## config.mk

```make
export PLATFORM = sky130hd
export DESIGN_NAME = crack_host_ctrl
export DESIGN_NICKNAME = d
export VERILOG_FILES = /design/src/rtl/crack_pkg.sv /design/src/rtl/handshake_strobe.sv /design/src/rtl/crack_host_ctrl.sv
export SDC_FILE = /design/constraint.sdc
export NUM_CORES = 1
export LEC_CHECK = 0
export CORE_AREA = 2 2 200 202
export CTS_CLUSTER_SIZE = 20
export DETAILED_ROUTE_END_ITERATION = 16
export DIE_AREA = 0 0 202 204
export HOLD_SLACK_MARGIN = 0.12
export PLACE_DENSITY = 0.75
export REMOVE_ABC_BUFFERS = 1
export SYNTH_ARGS = -nofsm -noshare
export SYNTH_HDL_FRONTEND = slang
export SYNTH_SLANG_ARGS = --single-unit
export TNS_END_PERCENT = 1
```

## constraint.sdc

```tcl
create_clock -name clk -period 3.3 [get_ports clk]
set_clock_uncertainty 0.1 [all_clocks]
set_input_delay 0.495 -clock clk [delete_from_list [all_inputs] [get_ports clk]]
set_output_delay 0.495 -clock clk [all_outputs]
set_load 0.02 [all_outputs]
```

## src/rtl/crack_pkg.sv

```systemverilog
// crack_pkg: host controller states and cracker report/hash sizes.
// Shared by crack_host_ctrl and handshake_strobe.
package crack_pkg;

  localparam int PW_BYTES     = 20;
  localparam int HASH_BYTES   = 16;
  localparam int REPORT_BYTES = 21;

  typedef enum logic [3:0] {
    IDLE,
    UP_LOAD,
    UP_WAIT_TURN,
    UP_STROBE,
    UP_NEXT,
    GO_STROBE,
    CRACK_WAIT,
    RX_CAPTURE,
    RX_HOLD,
    RX_ACK,
    DRAIN,
    ERROR
  } host_state_e;

endpackage

```

## src/rtl/handshake_strobe.sv

```systemverilog
// handshake_strobe: raise-until-your_turn-low strobe for store/go.
// Watchdog present only with CRACK_HOST_TIMEOUT_EN defined.
module handshake_strobe
  import crack_pkg::*;
`ifdef CRACK_HOST_TIMEOUT_EN
#(
  parameter int TIMEOUT_CYCLES = 1024
)
`endif
(
  input  logic clk,
  input  logic rst,
  input  logic req,
  input  logic sel_store,
  input  logic your_turn,
`ifdef CRACK_HOST_TIMEOUT_EN
  input  logic wait_rise,
  output logic timeout,
`endif
  output logic store,
  output logic go,
  output logic done
);

  logic active;
  logic kill;

  assign active = store | go;
  assign done   = active & ~your_turn;

`ifdef CRACK_HOST_TIMEOUT_EN
  logic [15:0] wd_cnt;
  logic        expired;
  logic        waiting;

  // Counts a stalled fall after a strobe, or a stalled rise before one.
  assign waiting = active ? your_turn : (wait_rise & ~your_turn);
  assign timeout = waiting &&
                   (wd_cnt == 16'(TIMEOUT_CYCLES - 1));
  assign kill    = timeout | expired;

  always_ff @(posedge clk) begin
    if (rst) begin
      wd_cnt  <= '0;
      expired <= 1'b0;
    end else begin
      wd_cnt  <= waiting ? wd_cnt + 16'd1 : 16'd0;
      expired <= expired | timeout;
    end
  end
`else
  assign kill = 1'b0;
`endif

  always_ff @(posedge clk) begin
    if (rst || kill) begin
      store <= 1'b0;
      go    <= 1'b0;
    end else if (done) begin
      store <= 1'b0;
      go    <= 1'b0;
    end else if (req && !active && your_turn) begin
      store <= sel_store;
      go    <= ~sel_store;
    end
  end

endmodule

```

## src/rtl/crack_host_ctrl.sv

```systemverilog
// crack_host_ctrl: uploads hashes, starts the cracker, collects reports.
// Optional watchdog/ERROR state with CRACK_HOST_TIMEOUT_EN defined.
module crack_host_ctrl
  import crack_pkg::*;
#(
  parameter int MAX_HASHES = 64
`ifdef CRACK_HOST_TIMEOUT_EN
  , parameter int TIMEOUT_CYCLES = 1024
`endif
) (
  input  logic         clk,
  input  logic         rst,
  input  logic         hash_valid,
  output logic         hash_ready,
  input  logic [127:0] hash_data,
  input  logic         start,
  output logic [7:0]   new_hash_byte,
  output logic         store_hash_byte,
  output logic         go,
  input  logic         your_turn,
  input  logic         match_found,
  input  logic [7:0]   password_byte,
  output logic         result_valid,
  input  logic         result_ready,
  output logic [159:0] result_chars,
  output logic [4:0]   result_len,
  output logic [6:0]   hash_count,
  output logic         cracking,
  output logic         error
);

  host_state_e state, state_n;

  logic [127:0]          hash_sr;
  logic [3:0]            up_idx;
  logic [4:0]            rx_idx;
  logic [PW_BYTES*8-1:0] pw_buf;
  logic [4:0]            pw_len;
  logic                  hash_rdy_q;
  logic                  hash_fire;
  logic                  up_last;
  logic [6:0]            count_n;
  logic                  req;
  logic                  sel_store;
  logic                  hs_done;

  // start and a pending report both take priority over an upload
  assign hash_ready = hash_rdy_q & ~start & ~match_found;
  assign hash_fire  = hash_valid & hash_ready;
  assign up_last    = (up_idx == 4'(HASH_BYTES - 1));
  assign count_n    = hash_count +
                      {6'd0, state == UP_NEXT && up_last};

`ifdef CRACK_HOST_TIMEOUT_EN
  logic timeout;

  handshake_strobe #(
    .TIMEOUT_CYCLES(TIMEOUT_CYCLES)
  ) u_strobe (
    .clk(clk),
    .rst(rst),
    .req(req),
    .sel_store(sel_store),
    .your_turn(your_turn),
    .wait_rise(state == UP_WAIT_TURN),
    .timeout(timeout),
    .store(store_hash_byte),
    .go(go),
    .done(hs_done)
  );

  always_ff @(posedge clk) begin
    if (rst) error <= 1'b0;
    else if (timeout) error <= 1'b1;
  end
`else
  handshake_strobe u_strobe (
    .clk(clk),
    .rst(rst),
    .req(req),
    .sel_store(sel_store),
    .your_turn(your_turn),
    .store(store_hash_byte),
    .go(go),
    .done(hs_done)
  );

  assign error = 1'b0;
`endif

  always_comb begin
    state_n   = state;
    req       = 1'b0;
    sel_store = 1'b0;
    unique case (state)
      IDLE: begin
        if (match_found) state_n = DRAIN;
        else if (start) state_n = GO_STROBE;
        else if (hash_fire) state_n = UP_LOAD;
      end
      UP_LOAD: state_n = UP_WAIT_TURN;
      UP_WAIT_TURN: begin
        req       = ~match_found;
        sel_store = 1'b1;
        if (your_turn && !match_found) state_n = UP_STROBE;
      end
      UP_STROBE: begin
        sel_store = 1'b1;
        if (hs_done) state_n = UP_NEXT;
      end
      UP_NEXT: state_n = up_last ? IDLE : UP_WAIT_TURN;
      GO_STROBE: begin
        req = 1'b1;
        if (hs_done) state_n = CRACK_WAIT;
      end
      CRACK_WAIT: begin
        if (your_turn && match_found) state_n = RX_CAPTURE;
      end
      RX_CAPTURE: begin
        req     = (rx_idx < 5'(PW_BYTES));
        state_n = req ? RX_ACK : RX_HOLD;
      end
      RX_HOLD: begin
        if (!result_valid) begin
          req     = 1'b1;
          state_n = RX_ACK;
        end
      end
      RX_ACK: begin
        req = 1'b1;
        if (hs_done) state_n = CRACK_WAIT;
      end
      DRAIN: begin
        req = match_found;
        if (!hs_done && !store_hash_byte && !go &&
            your_turn && !match_found)
          state_n = IDLE;
      end
      ERROR: ;
      default: state_n = IDLE;
    endcase
`ifdef CRACK_HOST_TIMEOUT_EN
    if (timeout) state_n = ERROR;
`endif
  end

  always_ff @(posedge clk) begin
    if (rst) begin
      state         <= IDLE;
      hash_sr       <= '0;
      up_idx        <= '0;
      rx_idx        <= '0;
      pw_buf        <= '0;
      pw_len        <= '0;
      hash_rdy_q    <= 1'b0;
      new_hash_byte <= '0;
      result_valid  <= 1'b0;
      result_chars  <= '0;
      result_len    <= '0;
      hash_count    <= '0;
      cracking      <= 1'b0;
    end else begin
      state      <= state_n;
      hash_count <= count_n;
      hash_rdy_q <= (state_n == IDLE) &&
                    (count_n < 7'(MAX_HASHES));
      if (hash_fire) hash_sr <= hash_data;
      if (state == UP_LOAD) up_idx <= '0;
      if (state == UP_WAIT_TURN && state_n == UP_STROBE)
        new_hash_byte <= hash_sr[127:120];
      if (state == UP_NEXT) begin
        hash_sr <= {hash_sr[119:0], 8'h00};
        up_idx  <= up_idx + 4'd1;
      end
      if (state == RX_CAPTURE) begin
        if (rx_idx < 5'(PW_BYTES))
          pw_buf[{rx_idx, 3'b000} +: 8] <= password_byte;
        else
          pw_len <= password_byte[4:0];
      end
      if (state == RX_HOLD && !result_valid) begin
        result_chars <= pw_buf;
        result_len   <= pw_len;
        result_valid <= 1'b1;
      end else if (result_valid && result_ready) begin
        result_valid <= 1'b0;
      end
      if (state == RX_ACK && hs_done)
        rx_idx <= (rx_idx == 5'(REPORT_BYTES - 1)) ?
                  5'd0 : rx_idx + 5'd1;
      if ((state == GO_STROBE && hs_done) ||
          (state == IDLE && state_n == DRAIN))
        cracking <= 1'b1;
    end
  end

endmodule
```

==> summary.log <==
INFO  job            cap_violations=0
INFO  clock_tree     clock_sink_count=491
INFO  power          power.leakage=8.877nW
INFO  yosys          syn_area=19250squm
INFO  finish         instances_no_fill=3061
INFO  sta            period_minus_slack=2.909ns
INFO  yosys          synth-edff-count=0
INFO  worst_setup_path critical_path_peak_fanout=10
INFO  clock_tree     clkLatencyLatePin=0.58ns
INFO  yosys          synthDominantCellAreaShare=51.07%
INFO  die            floorplan.initialDensity=49.12%
INFO  drt            vias=16350
INFO  sta            rsz0062_at_grt=no
INFO  sta            finalMaxSlewViolations=0
INFO  sta            finalSetupViolCount=0
INFO  yosys          synth.area.top_cells=sky130_fd_sc_hd__dfxtp_1, sky130_fd_sc_hd__nand2_1, sky130_fd_sc_hd__mux2i_1
INFO  finish         mostFrequentLayoutCells=sky130_fd_sc_hd__nand2_1, sky130_fd_sc_hd__dfxtp_1, sky130_fd_sc_hd__clkdlybuf4s50_1
INFO  sta            setup-tns-final=0ns
INFO  yosys          synth_cell_type_count=61
INFO  status         status=complete, no violations
INFO  clock_tree     cts_stage_hold_buffer_count=1
INFO  power          power_density=592.1nW/um^2
INFO  clock_tree     clkSlewWorstSetupHoldPaths=0.06ns
INFO  sta            worst_slew_pin_slew=1.117ns
INFO  placed_design  place_congestion=0.8582
INFO  die            die_x=202microns
INFO  clock_tree     cts_inserted_buffers=50
INFO  drt            vias_per_cell=5.340
INFO  finish         layout-area-overhead-vs-synth=27.59%
INFO  drt            met2WireLength=23590microns
INFO  die            num_rows=73
INFO  worst_setup_path critPathArrivalTime=3.24ns
INFO  sta            whs=0.3256ns
INFO  die            die-area=41210squm
INFO  die            placeableCoreArea=39180squm
INFO  sta            setup_slack=0.3909ns
INFO  drt            routedLengthMet1=22270microns
INFO  finish         fin_nets=2646
INFO  drt            antenna_violating_nets_post_route=0
INFO  drt            drt-total-wl=50830microns
INFO  finish         num_antenna_cells=0
INFO  finish         post_route_cells_drive_above_1_share=5.284%
INFO  die            fp.dieH=204microns
INFO  drt            avgRoutedWirePerCell=16.60microns
INFO  power          switching_share=26.94%
INFO  yosys          ys.flop_type=sky130_fd_sc_hd__dfxtp_1
INFO  finish         fin_area=24560squm
INFO  worst_setup_path cp_num_buf_inv=1
INFO  drt            drtPass1Iterations=5
INFO  global_routing maximum_number_of_pins_on_one_net_before_global_route_repair=244
INFO  sta            timing_hold_violations_final=0
INFO  worst_setup_path cp.depth=7
INFO  drt            met3_wirelength=3879microns
INFO  worst_setup_path crit_chain=inv_1 -> ha_1 -> nor2_1 -> nand2_4 -> a211oi_1 -> nand2_1 -> mux2i_1
INFO  clock_tree     htreeDepth=2
INFO  power          cell_internal_pwr=10.62mW
INFO  yosys          ys_ff_latch=491
INFO  finish         num-fill-cells=3255
INFO  power          vdd.ir_drop.worst=0.3725mV
INFO  global_routing grt_pass1_wl=79950microns
INFO  placed_design  placed_area=22750squm
INFO  worst_setup_path slowest_stage=sky130_fd_sc_hd__a211oi_1
INFO  worst_hold_path holdCritPathClass=flop to flop
INFO  yosys          seq_area_frac_synth=51.07%
INFO  global_routing grt_antenna_before_repair=2
INFO  clock_tree     max-clock-path-buffers=3
INFO  drt            drc=0
INFO  yosys          synth_largest_area_cell=sky130_fd_sc_hd__dfxtp_1
INFO  worst_setup_path worst-setup-path-type=flop to flop
INFO  worst_setup_path timing.critical_path.to_type=flop
INFO  worst_setup_path critPathMaxStageDelay=0.60ns
INFO  sta            relSlewSlack=25.51%
INFO  power          power.share.sequential=44.6%
INFO  power          switching_power=3.917mW
INFO  placed_design  dp.cells=2967
INFO  worst_setup_path critPathTopFamily=simple AND/OR/NAND/NOR gates
INFO  power          power.share.clock=41.9%
INFO  placed_design  buffer_ports.inserted=327
INFO  global_routing grt_remaining_overflow=0
INFO  die            pin_count=329
INFO  global_routing global_route.usage.total=23.70%
INFO  sta            achievable-frequency=0.3438GHz
INFO  yosys          synthesis.instances=2272
INFO  clock_tree     tritoncts=built
INFO  drt            dr.first_iter.drc_count=1081
INFO  sta            fin_crit_sh=88.15%
INFO  clock_tree     cts.repair_timing.setup_buffer_count=0
INFO  placed_design  detailed_place_hpwl=32940microns
INFO  worst_setup_path worstPathRequired=3.63ns
INFO  global_routing grt_pass1_vias=15520
INFO  worst_hold_path worst_hold_path.num_cells=2
INFO  worst_setup_path timing.critical_path.from_type=flop
INFO  power          pwr-share-comb=13.5%
INFO  worst_setup_path r2r_cells=7
INFO  yosys          postSynthAreaPerCell=8.472squm
INFO  yosys          postSynth.asyncResetShare=0%
INFO  finish         layout.cells.most_common=sky130_fd_sc_hd__nand2_1
INFO  yosys          ys_warn_count=0
INFO  drt            routed.top_layer=met4
INFO  clock_tree     post_cts.resized_instances=0
INFO  clock_tree     cts-root-buf=sky130_fd_sc_hd__clkbuf_16
INFO  placed_design  dp_worst_setup_slack=0.4483ns
[worst reg2reg max path: stages, from the launching register on]
cell and delay (ns):
sky130_fd_sc_hd__dfxtp_1 0.52, sky130_fd_sc_hd__inv_1 0.13, sky130_fd_sc_hd__ha_1 0.31, sky130_fd_sc_hd__nor2_1 0.26, sky130_fd_sc_hd__nand2_4 0.09, sky130_fd_sc_hd__a211oi_1 0.60, sky130_fd_sc_hd__nand2_1 0.52, sky130_fd_sc_hd__mux2i_1 0.24
[stage by stage]
| stage | util [%] | power (mW) |
|---|---|---|
| after global routing | 62.68 | 15.13 |
| after global placement | 58.05 | 8.519 |
| after floorplan | - | 7.777 |
| final | 62.68 | 14.54 |
| after CTS | 62.68 | 14.64 |
| after detailed placement | 58.05 | 8.550 |
[power groups by stage]
| stage | combinational [mW] | clock [mW] | sequential, mW |
|---|---|---|---|
| final | 1.96 | 6.10 | 6.48 |
| after global routing | 2.17 | 6.44 | 6.52 |
| after CTS | 1.97 | 6.20 | 6.48 |
| after detailed placement | 1.95 | 0 | 6.60 |
| after global placement | 1.93 | 0 | 6.59 |
| after floorplan | 1.23 | 0 | 6.55 |
[synthesized netlist by cell type, types with 3 or more instances]
| cell | count |
|---|---|
| sky130_fd_sc_hd__mux2i_1 | 142 |
| sky130_fd_sc_hd__nor2b_1 | 9 |
| sky130_fd_sc_hd__a311oi_1 | 120 |
| sky130_fd_sc_hd__or3_1 | 5 |
| sky130_fd_sc_hd__nor3b_1 | 5 |
| sky130_fd_sc_hd__nand3b_1 | 14 |
| sky130_fd_sc_hd__a31oi_1 | 4 |
| sky130_fd_sc_hd__nand2b_1 | 118 |
| sky130_fd_sc_hd__buf_1 | 14 |
| sky130_fd_sc_hd__buf_4 | 5 |
| sky130_fd_sc_hd__inv_1 | 4 |
| sky130_fd_sc_hd__buf_2 | 45 |
| sky130_fd_sc_hd__nand3_1 | 36 |
| sky130_fd_sc_hd__and2_1 | 4 |
| sky130_fd_sc_hd__nor4_1 | 3 |
| sky130_fd_sc_hd__nor3_1 | 6 |
| sky130_fd_sc_hd__xor2_1 | 6 |
| sky130_fd_sc_hd__clkbuf_1 | 118 |
| sky130_fd_sc_hd__nand2_1 | 644 |
| sky130_fd_sc_hd__o21ai_0 | 21 |
| sky130_fd_sc_hd__dfxtp_1 | 491 |
| sky130_fd_sc_hd__and3_1 | 4 |
| sky130_fd_sc_hd__nand4_1 | 3 |
| sky130_fd_sc_hd__ha_1 | 8 |
| sky130_fd_sc_hd__a21oi_1 | 207 |
| sky130_fd_sc_hd__xnor2_1 | 7 |
| sky130_fd_sc_hd__nand3_2 | 3 |
| sky130_fd_sc_hd__nor2_1 | 182 |
| sky130_fd_sc_hd__nand2_2 | 3 |
| sky130_fd_sc_hd__a211oi_1 | 4 |
[path summary, 6_finish.rpt]
kind,start,slack [ns],to
hold / removal,pw_buf[55],0.33,result_chars[55]
hold reg to reg,pw_buf[55],0.33,result_chars[55]
setup reg to reg,rx_idx[1],0.39,pw_buf[80]
setup / recovery,rx_idx[1],0.39,pw_buf[80]
[kinds of logic after synthesis]
group | count (synthesis) | synth area share (%)
AND/OR/NAND/NOR | 1055 | 23.75
flip-flops | 491 | 51.07
AO/OA/AOI/OAI | 375 | 12.62
buffers and inverters | 187 | 4.043
multiplexers | 142 | 7.384
XOR/XNOR | 13 | 0.5915
adder cells (fa/ha/maj) | 8 | 0.5200
other | 1 | 0.01948
[flip-flops by register name (all words and copies together), names as in the netlist, 5 cells and up]
register,count
result_len,5
new_hash_byte,8
rx_idx,5
result_chars,160
hash_count,7
pw_buf,160
hash_sr,128
pw_len,5
[final cells by class]
cell class | count | area [sq um] | area share [%]
Sequential cell | 491 | 9829 | 40.02
Clock inverter | 24 | 337.8 | 1.376
Clock buffer | 69 | 1464 | 5.961
Multi-Input combinational cell | 1594 | 8661 | 35.26
Tap cell | 525 | 656.9 | 2.675
Inverter | 4 | 15.01 | 0.06113
Timing Repair Buffer | 354 | 3596 | 14.64
[layer usage]
| layer | GRT usage, % | vias up |
|---|---|---|
| li1 | - | 8063 |
| met1 | 30.47 | 7756 |
| met2 | 38.79 | 461 |
| met3 | 6.633 | 67 |
| met4 | 7.169 | 0 |
| met5 | 0 | - |
(Power assumes the default switching activity.)
